==> config.mk <==
export PLATFORM = sky130hd
export DESIGN_NAME = key_conditioner_flat
export DESIGN_NICKNAME = d
export VERILOG_FILES = /design/src/rtl/key_conditioner_if.sv /design/src/rtl/key_conditioner.sv /design/src/flat_wrapper.sv
export SDC_FILE = /design/constraint.sdc
export NUM_CORES = 1
export LEC_CHECK = 0
export CAP_MARGIN = 30
export CORE_MARGIN = 8
export CORE_UTILIZATION = 25
export DETAILED_ROUTE_END_ITERATION = 10
export GPL_TIMING_DRIVEN = 0
export PLACE_DENSITY_LB_ADDON = 0.12
export SETUP_SLACK_MARGIN = 0.5
export SLEW_MARGIN = 20
export SYNTH_ARGS = -nofsm -noshare
export SYNTH_HDL_FRONTEND = slang
export SYNTH_SLANG_ARGS = --single-unit
==> constraint.sdc <==
create_clock -name clk -period 2 [get_ports clk]
set_input_delay 0.4 -clock clk [delete_from_list [all_inputs] [get_ports clk]]
set_output_delay 0.4 -clock clk [all_outputs]
set_load 0.05 [all_outputs]
==> src/rtl/key_conditioner_if.sv <==
// Key conditioner bundle: raw pins in, clean levels and pulses out.
// slave = conditioner side, master = consumer driving the pins.
interface key_conditioner_if #(
  parameter int N_KEYS = 4
);
  localparam int FPW = (N_KEYS > 1) ? $clog2(N_KEYS) : 1;

  logic [N_KEYS-1:0] key_raw;
  logic [N_KEYS-1:0] key_level;
  logic [N_KEYS-1:0] key_press;
  logic [N_KEYS-1:0] key_release;
  logic              any_press;
  logic [FPW-1:0]    first_press;

  modport slave (
    input  key_raw,
    output key_level,
    output key_press,
    output key_release,
    output any_press,
    output first_press
  );

  modport master (
    output key_raw,
    input  key_level,
    input  key_press,
    input  key_release,
    input  any_press,
    input  first_press
  );
endinterface

==> src/rtl/key_conditioner.sv <==
// Per-key 2-FF synchronizer and debounce FSM.
// Emits a held level plus one-cycle press/release pulses.
module key_conditioner #(
  parameter int N_KEYS          = 4,
  parameter int DEBOUNCE_CYCLES = 1000,
  parameter int ACTIVE_LOW      = 1
) (
  input  logic             clk,
  input  logic             reset,
  key_conditioner_if.slave kif
);
  localparam int FPW = (N_KEYS > 1) ? $clog2(N_KEYS) : 1;
  localparam int CW  = $clog2(DEBOUNCE_CYCLES);
  localparam logic [CW-1:0] LAST = CW'(DEBOUNCE_CYCLES - 1);

  typedef enum logic [1:0] {
    IDLE,
    PRESS_WAIT,
    HELD,
    REL_WAIT
  } state_t;

  state_t            st  [N_KEYS];
  logic [CW-1:0]     cnt [N_KEYS];
  logic [N_KEYS-1:0] p;
  logic [N_KEYS-1:0] m;
  logic [N_KEYS-1:0] s;
  logic [N_KEYS-1:0] level;
  logic [N_KEYS-1:0] press;
  logic [N_KEYS-1:0] rel;
  logic [FPW-1:0]    fp;

  assign p = (ACTIVE_LOW != 0) ? ~kif.key_raw : kif.key_raw;

  always_ff @(posedge clk) begin
    if (reset) begin
      m     <= '0;
      s     <= '0;
      level <= '0;
      press <= '0;
      rel   <= '0;
      for (int i = 0; i < N_KEYS; i++) begin
        st[i]  <= IDLE;
        cnt[i] <= '0;
      end
    end else begin
      m     <= p;
      s     <= m;
      press <= '0;
      rel   <= '0;
      for (int i = 0; i < N_KEYS; i++) begin
        unique case (st[i])
          IDLE: begin
            if (s[i]) begin
              st[i]  <= PRESS_WAIT;
              cnt[i] <= '0;
            end
          end
          PRESS_WAIT: begin
            if (!s[i]) begin
              st[i]  <= IDLE;
              cnt[i] <= '0;
            end else if (cnt[i] == LAST) begin
              st[i]    <= HELD;
              cnt[i]   <= '0;
              press[i] <= 1'b1;
              level[i] <= 1'b1;
            end else begin
              cnt[i] <= cnt[i] + CW'(1);
            end
          end
          HELD: begin
            if (!s[i]) begin
              st[i]  <= REL_WAIT;
              cnt[i] <= '0;
            end
          end
          REL_WAIT: begin
            if (s[i]) begin
              st[i]  <= HELD;
              cnt[i] <= '0;
            end else if (cnt[i] == LAST) begin
              st[i]    <= IDLE;
              cnt[i]   <= '0;
              rel[i]   <= 1'b1;
              level[i] <= 1'b0;
            end else begin
              cnt[i] <= cnt[i] + CW'(1);
            end
          end
        endcase
      end
    end
  end

  // Scan high to low so the lowest pressed index wins.
  always_comb begin
    fp = '0;
    for (int i = N_KEYS - 1; i >= 0; i--) begin
      if (press[i]) fp = FPW'(i);
    end
  end

  assign kif.key_level   = level;
  assign kif.key_press   = press;
  assign kif.key_release = rel;
  assign kif.any_press   = |press;
  assign kif.first_press = fp;
endmodule

==> src/flat_wrapper.sv <==
// flat-port wrapper written by rule: the top's interface ports become plain ports
module key_conditioner_flat 
#(
  parameter int N_KEYS          = 4,
  parameter int DEBOUNCE_CYCLES = 1000,
  parameter int ACTIVE_LOW      = 1
)
  (clk, reset, kif_key_raw, kif_key_level, kif_key_press, kif_key_release, kif_any_press, kif_first_press);
  key_conditioner_if #(.N_KEYS(N_KEYS)) kif_i ();
  input  logic clk;
  input  logic reset;
  input wire logic [$bits(kif_i.key_raw)-1:0] kif_key_raw;
  output wire logic [$bits(kif_i.key_level)-1:0] kif_key_level;
  output wire logic [$bits(kif_i.key_press)-1:0] kif_key_press;
  output wire logic [$bits(kif_i.key_release)-1:0] kif_key_release;
  output wire logic [$bits(kif_i.any_press)-1:0] kif_any_press;
  output wire logic [$bits(kif_i.first_press)-1:0] kif_first_press;
  assign kif_i.key_raw = kif_key_raw;
  assign kif_key_level = kif_i.key_level;
  assign kif_key_press = kif_i.key_press;
  assign kif_key_release = kif_i.key_release;
  assign kif_any_press = kif_i.any_press;
  assign kif_first_press = kif_i.first_press;
  key_conditioner #(.N_KEYS(N_KEYS), .DEBOUNCE_CYCLES(DEBOUNCE_CYCLES), .ACTIVE_LOW(ACTIVE_LOW)) u_core (.clk(clk), .reset(reset), .kif(kif_i));
endmodule
==> Word level (Yosys, flattened, before mapping) <==
Memory sizes are Yosys's and may differ from the RTL's.
Cells that the tools add are included.
{ "classes": {"addsub": 4, "eq_ne": 32, "muxes": 210, "n_bitwise": 57, "reduce_logical": 13} }
{ "ops": {"columns": ["op", "n"], "rows": [
  ["$mux 10", 32],
  ["$mux 1", 146],
  ["$mux 2", 28],
  ["$or 1x1->1", 56],
  ["$add 10x1->10 const B", 4],
  ["$eq 10x10->1 const B", 4],
  ["$ne 2x1->1 const B", 12],
  ["$reduce_and 5->1", 4],
  ["$eq 2x2->1 const B", 8],
  ["$eq 2x1->1 const B", 4],
  ["$logic_not 2->1", 4],
  ["$ne 2x2->1 const B", 4],
  ["$pmux 1 s2", 4],
  ["$reduce_bool 2->1", 4],
  ["$not 4->4", 1],
  ["$reduce_or 4->1", 1]
]} }
{ "word_totals": {"reg_bits": 20, "mem_bits_rw": 48, "output_inout_bits": 15, "wordCells": 326, "mem_count": 2} }
{ "mem_list": {"columns": ["name", "depth", "width", "rd", "rd_clocked_by_memory_dff", "write_ports", "line_no", "text"], "rows": [
  ["u_core.cnt", 4, 10, 4, 0, 4, "key_conditioner.sv:24", "logic [CW-1:0] cnt [N_KEYS];"],
  ["u_core.st", 4, 2, 4, 0, 4, "key_conditioner.sv:23", "state_t st [N_KEYS];"]
]} }

==> Depth between registers and ports, before layout <==
Gate-level depths: netlist of run 1.
{ "logic_depth": {"depth_word": 12, "depth_mapped": 6, "ltp_nobuf": 5} }

==> Least setup slack after synthesis of run 1 <==
No wires, ideal clock.
{ "synth_timing": {"path_kind": "register to output", "from": "register u_core.press[2], in the netlist u_core.kif.key_press[2]", "to": "output port kif_first_press[1]", "arrival_time_ns": 1.813, "t_required_ns": 1.600, "setup_slack_ns": -0.213, "path_stages_with_launch": 3, "path_buffers": 0, "cell_sequence": "dfxtp_1 nor2_1 nor3_1"} }
{ "synth_between": {"elab_chain_len": 3} }
{ "synth_lines": {"columns": ["item", "line_no", "text"], "rows": [
  ["start, declared", "key_conditioner.sv:29", "logic [N_KEYS-1:0] press;"],
  ["start signal, assigned", "key_conditioner.sv:40", "press <= '0;"],
  ["start signal, assigned", "key_conditioner.sv:49", "press <= '0;"],
  ["start signal, assigned by index", "key_conditioner.sv:66", "press[i] <= 1'b1;"],
  ["$mux 2 (3 in series)", "key_conditioner.sv:100", "if (press[i]) fp = FPW'(i);"],
  ["end, declared", "flat_wrapper.sv:17", "output wire logic [$bits(kif_i.first_press)-1:0] kif_first_press;"]
]} }
No other way between the ends.

==> out/metrics.csv, run 1 <==
metric,value,unit
status,completed,
Mapped Area,3210,µm²
"Cell Count, Final, Fillers Out",542,
die area,16700,µm²
PnR worst setup slack,0.251,ns
leakage,1.58,nW
Post-synth EDFFs,48,
Synth area leader,edfxtp_1,
clock latency on the worst-skew pair,0.33,ns
Syn. warnings,0,
CP max FO,5,
final setup vio count,0,
Placed Cells,493,
average size of a mapped cell,10.7,µm²
CTS buffer count,9,
maximum number of pins on one net before global-route repair,12,
Overflow after GRT,0,
Flop pwr share,44.9,%
sw frac,30.7,%
chip width,129,µm
final core occ,36.4,%
area grow syn2layout,42.4,%
CTS root buf,clkbuf_16,
Int Pwr,3.74,mW
Synth cell types,33,
pwr dens,1180,nW/µm²
routed length per instance,12.7,µm
Final Hold Slack,0.434,ns
Initial Util,25.5,%
DRT iter0 DRCs,214,
dominant cell by count in the synthesized netlist,nor2_1,
Seq cells post-synth,68,
ys async rst share,0,%
initial antenna violation count,0,
most frequent cells after synthesis,"nor2_1, edfxtp_1, xnor2_1, nand2_1, nor3_1",
clock buffer depth,2,
Critical Path Start Type,flip-flop,
max-slew violations,0,
# port buffers,20,
first-pass GRT wire length,11600,µm
Worst Path Arrival,1.95,ns
ant diodes,0,
Worst-path clk slew,0.06,ns
RSZ-0062 raised after global routing,yes,
net count after synthesis,311,
number of vias per cell,4.35,
Fin. Hold Viols,0,
RePlAce Congestion,0.694,
FP Rows,41,
Layout Nets,375,
Required @ worst endpoint,2.20,ns
ys flop type,edfxtp_1,
Max VDD drop,0.375,mV
worst min-delay path class,flip-flop to flip-flop,
Worst Tran Pin Value,0.382,ns
DP HPWL,4370,µm
register area share after synthesis,57.4,%
TritonCTS clock tree,yes,
Switch Pwr,1.65,mW
Post-DRT Antenna Nets,0,
vias in the first global route,2325,
Routed WL,6890,µm
Tot GR Track Use,8.87,%
clk_skew,0.00410,ns
area share of the largest cell type after synthesis,44.9,%
Clk network pwr share,31.2,%
share of cells above drive strength 1,39.5,%
Tcrit/Tclk final,87.5,%
I/O pin total,21,
final worst path period need,1.75,ns
Die Height,129,µm
Crit Path Class,flip-flop to flip-flop,
DRC Markers,0,
Slew HR,74.5,%
Pre-Repair DR Iteration Count,4,
core region area,12600,µm²
CTS Sinks,68,
Synth Instances,301,
critical path capture point type,flip-flop,
final total power,5.39,mW
number of H-tree levels,3,
vias,2356,
maximum clock frequency,572,MHz
largest cells by area after synthesis,"edfxtp_1, dfxtp_1, xnor2_1, nor2_1, nor3_1",
worst slack at placement,-0.656,ns
hold_buf cts,0,
maximum capacitance violations,0,
Comb pwr share,23.9,%
==> layout make-up <==
cell class / count / area, µm²
Clock buffer: 14 / 317
Multi-Input combinational cell: 216 / 1590
Sequential cell: 68 / 1850
Fill cell: 1250 / 8000
Timing Repair Buffer: 53 / 464
Tap cell: 172 / 215
Inverter: 9 / 36.3
Clock inverter: 2 / 10.0
Buffer: 8 / 82.6
==> critical path: stages (launching register included) <==
cell	delay, ns
edfxtp_1	0.40
ha_2	0.20
nand4b_1	0.13
nor3_2	0.07
or4b_4	0.56
clkbuf_16	0.19
nor2_2	0.07
==> kinds of logic (layout without fill, tap and decap cells) <==
kind of cell | Yosys count | in the layout | synth area share (%)
adder cells (fa/ha/maj) | 4 | 4 | 1.56
buffers and inverters | 17 | 86 | 2.34
XOR/XNOR | 39 | 39 | 10.6
AO/OA/AOI/OAI | 15 | 15 | 2.96
multiplexers | 1 | 1 | 0.312
flip-flops | 68 | 68 | 57.4
AND/OR/NAND/NOR | 157 | 157 | 24.8
==> state kept, by name (all words and copies together), names as in the netlist <==
register	flops
u_core.st	8
u_core.cnt	40
u_core.kif.key_release	4
u_core.kif.key_press	4
u_core.m	4
u_core.s	4
u_core.kif.key_level	4
==> per-layer routing <==
layer	up-vias	wire length, µm	GRT usage, %
met3	11	288	2.30
li1	1194	-	-
met4	0	176	5.60
met5	-	0	0
met2	28	3150	13.2
met1	1123	3280	11.2
==> cell usage in the layout (no fill, tap or decap), types with 11 or more instances in the layout <==
cell type  count
nor2_1        32
nand2_1       18
nand3_1       11
dfxtp_1       16
clkbuf_16     12
edfxtp_1      48
nor2_2        20
nor3_1        14
xnor2_1       28
buf_4         30
==> per-stage QoR <==
step           cell area, µm²  TNS (ns)
3_3_place_gp             3720    -23.15
3_5_place_dp             3720    -24.45
6_report                 4570         0
2_1_floorplan            3300         0
4_1_cts                  4350         0
5_1_grt                  4570         0
==> what timing repair did <==
action,4_1_cts,5_1_grt
pin swaps,18,15
gates cloned,2,1
gates resized for setup,96,51
setup endpoints to repair,126,88
buffers inserted,24,6
==> power by group through the flow <==
stage	Sequential, mW	Combinational, mW	Clock [mW]
floorplan	2.35	0.712	0
global placement	2.45	0.878	0
detailed placement	2.45	0.875	0
CTS	2.41	1.14	1.72
global route	2.48	1.45	1.78
finish	2.42	1.29	1.68
==> path summary, 6_finish.rpt <==
check | end | cells past startpoint | slack (ns) | startpoint
worst max-delay path | u_core.cnt[0][34] | 6 | 0.25 | u_core.cnt[0][31]
worst min-delay path | u_core.s[1] | 1 | 0.43 | u_core.m[1]
worst max register to register | u_core.cnt[0][34] | 6 | 0.25 | u_core.cnt[0][31]
worst min register to register | u_core.s[1] | 1 | 0.43 | u_core.m[1]
Note: power is estimated with default switching activity, not from simulation.
==> inputs of run 2 (changes only) <==
--- a/config.mk
+++ b/config.mk
@@ -7,12 +7,11 @@
 export LEC_CHECK = 0
 export CAP_MARGIN = 30
 export CORE_MARGIN = 8
-export CORE_UTILIZATION = 25
+export CORE_UTILIZATION = 50
 export DETAILED_ROUTE_END_ITERATION = 10
 export GPL_TIMING_DRIVEN = 0
 export PLACE_DENSITY_LB_ADDON = 0.12
 export SETUP_SLACK_MARGIN = 0.5
-export SLEW_MARGIN = 20
 export SYNTH_ARGS = -nofsm -noshare
 export SYNTH_HDL_FRONTEND = slang
 export SYNTH_SLANG_ARGS = --single-unit
==> out/metrics.csv, run 2 (synthesis results as in run 1) <==
metric,value,unit
CTS buffer count,9,
number of vias per cell,5.33,
Hold EP,u_core.s[2],
clock buffer depth,2,
Worst Path Arrival,1.96,ns
number of buffers and inverters on the critical path,1,
Fin. Hold Viols,0,
"commonest non-fill, non-tap cells in the layout","edfxtp_1, xnor2_1, nor2_1",
Reg with most FFs,u_core.cnt,
max-slew violations,0,
Routed WL,6580,µm
final total power,4.99,mW
Worst-path clk slew,0.07,ns
cell family with most CP delay,simple AND/OR/NAND/NOR gates,
PnR worst setup slack,0.241,ns
critical path capture point type,flip-flop,
worst path cell trace,ha_2 -> nand4b_1 -> nor3_2 -> or4b_4 -> buf_6 -> nor2_1,
"Largest stage delay, worst path",0.54,ns
chip width,96.1,µm
first-pass GRT wire length,10800,µm
ant diodes,0,
Initial Util,51.1,%
Layout Nets,371,
clock latency on the worst-skew pair,0.34,ns
Crit Path Class,flip-flop to flip-flop,
final setup vio count,0,
share of cells above drive strength 1,39.3,%
Max VDD drop,0.816,mV
"commonest non-fill, non-tap cell in the layout",edfxtp_1,
RePlAce Congestion,0.788,
Die Height,96.1,µm
Overflow after GRT,0,
Tot GR Track Use,15.2,%
max reg flops,40,
Post-DRT Antenna Nets,0,
area grow syn2layout,34.1,%
CTS root buf,clkbuf_8,
CTS Sinks,68,
die area,9240,µm²
FP Rows,29,
worst reg2reg setup slack,0.24,ns
initial antenna violation count,0,
Critical Path Start Type,flip-flop,
number of H-tree levels,3,
cell count of the worst reg-to-reg path,6,
DRT iter0 DRCs,70,
hold depth,1,
final core occ,68.6,%
RSZ-0062 raised after global routing,yes,
"Cell Count, Final, Fillers Out",443,
Required @ worst endpoint,2.21,ns
final worst path period need,1.76,ns
maximum clock frequency,569,MHz
worst slack at placement,-0.536,ns
Placed Cells,398,
status,completed,
I/O pin total,21,
crit path max-delay cell type,or4b_4,
Tcrit/Tclk final,88.0,%
Worst Tran Pin Value,0.469,ns
maximum number of pins on one net before global-route repair,12,
vias,2361,
Pre-Repair DR Iteration Count,4,
CP max FO,5,
r2r startpoint,u_core.cnt[0][30],
pwr dens,1160,nW/µm²
Slew HR,68.5,%
maximum capacitance violations,0,
r2r endpoint,u_core.cnt[0][32],
worst min-delay path class,flip-flop to flip-flop,
DP HPWL,3860,µm
Regs by FF count,"u_core.cnt: 40 flops, u_core.st: 8 flops",
setup TNS,0,ns
Hold Crit Start,u_core.m[2],
leakage,1.50,nW
core region area,6280,µm²
TritonCTS clock tree,yes,
clk_skew,0.00728,ns
# port buffers,20,
routed length per instance,14.9,µm
DRC Markers,0,
vias in the first global route,2323,
run 2: how the worst max path moves through the flow:
stage / cells after the start / from / to
5_1_grt: 6 / u_core.cnt[0][30] / u_core.cnt[0][32]
6_report: 6 / u_core.cnt[0][30] / u_core.cnt[0][32]
3_3_place_gp: 5 / reset / u_core.cnt[0][37]
2_1_floorplan: 6 / u_core.cnt[0][10] / u_core.cnt[0][13]
3_5_place_dp: 5 / reset / u_core.cnt[0][11]
4_1_cts: 6 / u_core.cnt[0][30] / u_core.cnt[0][33]
run 2: where the power goes:
part	leakage (nW)	switching, mW	internal, mW
Sequential	0.699	0.390	2.00
Clock	0.113	0.518	0.731
Combinational	0.687	0.694	0.649
Total	1.50	1.60	3.38
run 2: what timing repair did:
action                                  4_1_cts  5_1_grt
setup buffers                                21        4
endpoints found under the setup margin      124       85
gates cloned                                  4        0
hold buffers                                  0        0
gates resized for setup                     114       49
pin swaps                                    17       17
run 2: cell type report:
type	count	area, µm²
well taps	77	96.3
clock inverters	5	75.1
repair buffers	49	410
plain buffers	8	82.6
fillers	483	1970
flip-flops and latches	68	1850
clock buffers	11	141
inverters	9	36.3
multi-input cells	216	1610
run 2: layer usage:
layer	vias up	GRT usage, %	wire length, µm
li1	1179	-	-
met1	1134	19.1	3140
met2	39	24.0	3110
met3	9	3.43	230
met4	0	7.81	102
met5	-	0	0
run 2: through the flow:
step                      hold WS [ns]  cell area (µm²)
after CTS                        0.441             4110
after global placement           0.417             3600
after floorplan                  0.414             3300
final                            0.438             4310
after global routing             0.458             4310
after detailed placement         0.424             3600
run 2: worst register-to-register path, delay by kind of cell (launching register included):
| kind | cells | cell delay (ns) |
|---|---|---|
| adder cells (fa/ha/maj) | 1 | 0.21 |
| buffers and inverters | 1 | 0.16 |
| flip-flops | 1 | 0.42 |
| AND/OR/NAND/NOR | 4 | 0.82 |
